**config.mk**
```make
export PLATFORM = sky130hd
export DESIGN_NAME = inst_rom_arb
export DESIGN_NICKNAME = d
export VERILOG_FILES = /design/src/rtl/inst_rom_arb.sv
export SDC_FILE = /design/constraint.sdc
export NUM_CORES = 1
export LEC_CHECK = 0
export BUFFER_PORTS_ARGS = -buffer_cell sky130_fd_sc_hd__buf_2
export CORE_AREA = 5 5 88 90
export CTS_CLUSTER_SIZE = 8
export DETAILED_ROUTE_END_ITERATION = 7
export DIE_AREA = 0 0 93 95
export GPL_ROUTABILITY_DRIVEN = 0
export GPL_TIMING_DRIVEN = 0
export PLACE_DENSITY = 0.73
export SKIP_CTS_REPAIR_TIMING = 1
export SYNTH_ARGS = -nofsm -noshare
export SYNTH_HDL_FRONTEND = slang
export SYNTH_SLANG_ARGS = --single-unit
```
**constraint.sdc**
```tcl
create_clock -name clk -period 1.5 [get_ports clk]
set_clock_uncertainty 0.1 [all_clocks]
set_input_delay 0.075 -clock clk [delete_from_list [all_inputs] [get_ports clk]]
set_output_delay 0.075 -clock clk [all_outputs]
set_load 0.02 [all_outputs]
```
**src/rtl/inst_rom_arb.sv**
```systemverilog
// Arbiter for the single-read-port instruction ROM, shared by the IF-stage fetch port and the MEM-stage data port.
// Define INST_ROM_ARB_STATS_EN to build the saturating conflict and forced-grant counters.
module inst_rom_arb #(
    parameter int ROM_LATENCY = 1,
    parameter int MAX_WAIT    = 4
) (
    input  logic        clk,
    input  logic        rst,
    input  logic        fet_req,
    input  logic [31:0] fet_addr,
    output logic        fet_gnt,
    output logic        fet_rvalid,
    output logic [31:0] fet_rdata,
    input  logic        dat_req,
    input  logic [31:0] dat_addr,
    output logic        dat_gnt,
    output logic        dat_rvalid,
    output logic [31:0] dat_rdata,
    output logic        rom_ce,
    output logic [31:0] rom_addr,
    input  logic [31:0] rom_inst,
    output logic        stallreq_if,
    output logic [15:0] stat_conflict,
    output logic [15:0] stat_force
);

    typedef enum logic {ARB_NORM, ARB_FORCE} arb_state_t;
    typedef enum logic [1:0] {OWN_NONE, OWN_FET, OWN_DAT} own_t;

    localparam logic [3:0] MAX_WAIT_C = 4'(MAX_WAIT);

    arb_state_t state, state_next;
    logic [3:0] wait_cnt, wait_cnt_next;

    always_ff @(posedge clk) begin
        if (rst) begin
            state    <= ARB_NORM;
            wait_cnt <= 4'd0;
        end else begin
            state    <= state_next;
            wait_cnt <= wait_cnt_next;
        end
    end

    // Force fetch in the cycle right after its MAX_WAIT-th consecutive denial.
    always_comb begin
        wait_cnt_next = (fet_req && !fet_gnt) ? wait_cnt + 4'd1 : 4'd0;
        state_next    = ARB_NORM;
        if (state == ARB_NORM && wait_cnt_next == MAX_WAIT_C)
            state_next = ARB_FORCE;
    end

    always_comb begin
        fet_gnt = 1'b0;
        dat_gnt = 1'b0;
        if (!rst) begin
            if (fet_req && (!dat_req || state == ARB_FORCE))
                fet_gnt = 1'b1;
            else if (dat_req)
                dat_gnt = 1'b1;
        end
        rom_ce      = fet_gnt | dat_gnt;
        rom_addr    = fet_gnt ? fet_addr : (dat_gnt ? dat_addr : 32'd0);
        stallreq_if = fet_req & ~fet_gnt & ~rst;
    end

    generate
        if (ROM_LATENCY == 0) begin : g_lat0
            always_comb begin
                fet_rvalid = fet_gnt;
                dat_rvalid = dat_gnt;
                fet_rdata  = fet_gnt ? rom_inst : 32'd0;
                dat_rdata  = dat_gnt ? rom_inst : 32'd0;
            end
        end else begin : g_lat1
            own_t resp_own;

            always_ff @(posedge clk) begin
                if (rst)
                    resp_own <= OWN_NONE;
                else if (fet_gnt)
                    resp_own <= OWN_FET;
                else if (dat_gnt)
                    resp_own <= OWN_DAT;
                else
                    resp_own <= OWN_NONE;
            end

            // Gate with rst so a response in flight at reset never surfaces.
            always_comb begin
                fet_rvalid = !rst && resp_own == OWN_FET;
                dat_rvalid = !rst && resp_own == OWN_DAT;
                fet_rdata  = fet_rvalid ? rom_inst : 32'd0;
                dat_rdata  = dat_rvalid ? rom_inst : 32'd0;
            end
        end
    endgenerate

`ifdef INST_ROM_ARB_STATS_EN
    logic [15:0] conflict_q, force_q;

    always_ff @(posedge clk) begin
        if (rst) begin
            conflict_q <= 16'd0;
            force_q    <= 16'd0;
        end else begin
            if (fet_req && dat_req && conflict_q != 16'hFFFF)
                conflict_q <= conflict_q + 16'd1;
            if ((fet_gnt || dat_gnt) && state == ARB_FORCE && force_q != 16'hFFFF)
                force_q <= force_q + 16'd1;
        end
    end

    assign stat_conflict = conflict_q;
    assign stat_force    = force_q;
`else
    assign stat_conflict = 16'd0;
    assign stat_force    = 16'd0;
`endif

endmodule

```
# Word level (Yosys, flattened, before mapping)
# Index checks and enable logic that the tools add are counted.
# classes
n_addsub	1
multipliers	0
div	0
n_lt_le_gt_ge	0
eq_ne	3
n_shift	0
muxes	13
bitwise_logic	6
n_reduce_logical	10
# ops
cell	count
$mux 32	4
$mux 1	7
$logic_and 1x1->1	5
$add 4x1->4 const B	1
$eq 4x3->1 const B	1
$mux 4	1
$logic_not 1->1	3
$not 1->1	3
$and 1x1->1	2
$eq 2x1->1 const B	1
$eq 2x2->1 const B	1
$mux 2	1
$reduce_or 2->1	1
$logic_or 1x1->1	1
$or 1x1->1	1
# totals
ff_bits	7
latchBits	0
mem_bits_rw	0
mem_bits_ro	0
out_inout_bits	134
wordCells	37
memories	0

# Logic depth before layout (Yosys ltp)
# depth
ltp_word	11
depth_mapped	4

# Worst setup path after synthesis
# Ideal clock, no wire load.
# synth_timing
path_kind	register to output
startpoint	reg state
endpoint	out rom_addr[10]
arrival_ps	1128
required_ps	1325
path_slack_ps	197
path_stages_with_launch	5
n_path_buf	1
path_cell_list	dfxtp_1 inv_1 a21oi_4 buf_6 a22o_1
# synth_via
elab_chain_cells	6
elab_cells_between_ends	8
cone_classes	mux (6); reduce/logical (2)
# synth_rtl
element	line	rtl
from (decl)	32	arb_state_t state, state_next;
from (signal assigned)	40	state <= state_next;
$logic_or 1x1->1 *	57	if (fet_req && (!dat_req || state == ARB_FORCE))
$logic_and 1x1->1 *	57	
$mux 1	57	
$mux 1	56	if (!rst) begin
$mux 32	63	rom_addr = fet_gnt ? fet_addr : (dat_gnt ? dat_addr : 32'd0);
$mux 32 *	63	
to (decl)	20	output logic [31:0] rom_addr,
# Every way passes the cells marked *; elsewhere a longest branch is shown, timed or not.

# Worst setup path in the final report
# layout_timing
startpoint	reg state
endpoint	out rom_addr[6]
# The elaborated chain is that of the path after synthesis.

==> run_results.csv <==
group,metric,value,unit
placed_design,io_buffers,201,
synth,ys_ff_latch,7,
floorplanning,die-area,0.00884,mm^2
final_layout,area_growth,159,%
sta,drv_slew,0,
sta,fin_ws,-104,ps
cts,clk_latency,230,ps
cts,clk_pin_slew_worst_paths,40,ps
power_and_ir_drop,p_clk_frac,0.206,
global_routing,track_usage,0.118,
global_routing,antenna_found_initial,0,
detailed_routing,drcViolationCount,0,
detailed_routing,wl,7.53,mm
final_layout,layout.nets,534,
cts,cts_buffers,3,
synth,syn_area,0.00138,mm^2
power_and_ir_drop,p_leak,0.00201,uW
synth,synthTopCellsByArea,"and2_1 30%, buf_4 19%, a22o_1 13%",
detailed_routing,drtPass1Iterations,4,
synth,synth_compound_area_frac,0.255,
synth,synth_fa_ha_area_frac,0.00910,
synth,synth.distinct_cells,27,
hold_path,hold_start,"fet_req",
synth,synth_mux_area_frac,0,
floorplanning,initial_utilization,0.197,
synth,synth_top_area_share,0.296,
synth,yosysWarnings,0,
synth,async_reset_ff_frac,0,
power_and_ir_drop,comb_power_share,0.645,
global_routing,grt_pass1_wl,8.53,mm
setup_path,end_kind,"output pin",
sta,finalSetupTns,-2840,ps
setup_path,required,1320,ps
floorplanning,num_rows,31,
cts,cts_root_buf,"clkbuf_8",
sta,rsz0062_at_grt,"yes",
synth,synth.most_common_cell,"and2_1",
setup_path,r2r-end,"state$_SDFF_PP0_",
synth,synthSimpleGateAreaFrac,0.368,
synth,synth_top_family_by_area,"simple AND/OR/NAND/NOR gates",
synth,synthTopCellsByCount,"65 x and2_1, 35 x buf_4, 20 x a22o_1",
sta,post-route-period-util,1.07,
hold_path,min_path_cells,2,
synth,synth_top_area_cell,"and2_1",
detailed_routing,drt_iter0_drc,22,
synth,syn_avg_cell_area,7.90,um^2
detailed_routing,viasPerCell,4.19,
setup_path,start_kind,"flop",
placed_design,hpwl,5.50,mm
global_routing,grt-ovfl-total,0,
final_layout,fill_cells,616,
cts,clk_path_buf_depth,2,
setup_path,path_max_fanout,10,
setup_path,r2r_cells,6,
run_status,violations,"negative setup slack",
global_routing,first_global_vias,1868,
final_layout,utilization,0.510,
final_layout,multi_input_area,0.00117,mm^2
detailed_routing,detail_route.wl_per_cell,14.6,um
sta,setup_viol,49,
hold_path,hold_end,"g_lat1.resp_own[1]$_SDFF_PP0_",
power_and_ir_drop,p_seq_frac,0.149,
cts,cts.sinks,7,
cts,h-tree-depth,1,
floorplanning,die_height,95,um
setup_path,cp.arrival,1430,ps
detailed_routing,via_count,2154,
placed_design,dpl.cell_count,488,
run_status,outcome,"complete, but fails checks",
global_routing,grt_max_degree,11,
sta,period_needed,1600,ps
floorplanning,die_width,93,um
power_and_ir_drop,power_density,365,mW/mm^2
final_layout,drive_above_1_share,0.799,
synth,netlist_instances,174,
synth,synth_flop_cell,"dfxtp_1",
final_layout,stdcell_count,514,
sta,hold_viol,0,
setup_path,ff2ff_setup_slack,180,ps
synth,synth-xor-area-share,0.0191,
job,max_cap_violations,0,
power_and_ir_drop,internal_power,808,uW
setup_path,critPathKind,"flop to output pin",
power_and_ir_drop,p_sw,490,uW
final_layout,regArea,146,um^2
sta,max_freq,623,MHz
setup_path,reg2reg_from,"state$_SDFF_PP0_",
final_layout,antenna_cells,0,
power_and_ir_drop,ir_drop,0.258,mV
detailed_routing,ant_nets,0,
hold_path,hp-class,"primary input to flop",
power_and_ir_drop,swShare,0.378,
floorplanning,core_area,0.00698,mm^2
cts,cts_tree,"done",
floorplanning,io-pin-count,234,
synth,synth_edf_count,0,
synth,ys_seq_area_frac,0.102,
[sequential cells by signal, indices dropped and copies added (netlist names)]
signal / flops
state: 1
wait_cnt: 4
g_lat1.resp_own: 2
[power groups by stage]
stage,registers (uW),clock network (uW),logic [uW]
floorplan,196,0,394
global placement,197,0,634
detailed placement,197,0,642
CTS,194,277,643
global route,194,285,888
finish,194,267,837
[per-stage QoR]
| step | area [um^2] | hold slack, ps | total power, uW | setup slack [ps] |
|---|---|---|---|---|
| 4_1_cts | 2650 | -19.4 | 1110 | -430 |
| 3_5_place_dp | 2600 | 224 | 839 | -179 |
| 6_report | 3560 | 26.1 | 1300 | -104 |
| 3_3_place_gp | 2600 | 215 | 831 | -177 |
| 2_1_floorplan | 1490 | 53.5 | 591 | 197 |
| 5_1_grt | 3560 | 29.6 | 1370 | -129 |
[cell families (layout without fill, tap and decap cells)]
group	after synthesis	after routing
simple gates	77	77
buf+inv	48	274
compound gates	37	38
flops	7	7
xor+xnor	3	3
fa+ha+maj	1	1
other cells	1	32
[metal layers]
metal,vias to the layer above,track usage,wire [um]
li1,1044,-,-
met1,954,0.127,2640
met2,148,0.227,4060
met3,8,0.0303,766
met4,0,0.0342,63
met5,-,0,0
[critical path, stage by stage (launching register included)]
cell      delay (ps)
dfxtp_4          360
a211oi_4         240
buf_6            160
buf_8            130
a22o_1           170
buf_6            130
[how the worst max path moves through the flow]
stage | from | end | slack (ps) | depth (start not counted)
final | state$_SDFF_PP0_ | rom_addr[6] | -100 | 5
after floorplan | state$_SDFF_PP0_ | rom_addr[10] | 200 | 4
after detailed placement | g_lat1.resp_own[1]$_SDFF_PP0_ | dat_rdata[0] | -180 | 4
after global placement | g_lat1.resp_own[1]$_SDFF_PP0_ | dat_rdata[2] | -180 | 4
after global routing | state$_SDFF_PP0_ | rom_addr[20] | -130 | 5
after CTS | g_lat1.resp_own[1]$_SDFF_PP0_ | dat_rdata[0] | -430 | 4
[cell type report]
| class | instances | area share |
|---|---|---|
| multi-input cells | 151 | 0.329 |
| repair buffers | 222 | 0.476 |
| flip-flops and latches | 7 | 0.0411 |
| well taps | 82 | 0.0288 |
| clock buffers | 4 | 0.0126 |
| inverters | 4 | 0.00492 |
| plain buffers | 44 | 0.108 |
[layout by cell type, fill, tap and decap left out, drive strengths merged]
cell type / n
buf: 266
and2: 65
conb: 32
a22o: 32
dfxtp: 7
inv: 4
clkbuf: 4
nor2: 3
nor3b: 3
a21oi: 3
xnor2: 2
nand2b: 2
a211oi: 2
or3: 1
or2: 1
a31oi: 1
nor4: 1
nand3: 1
xor2: 1
ha: 1
Note: power is estimated with default switching activity, not from simulation.
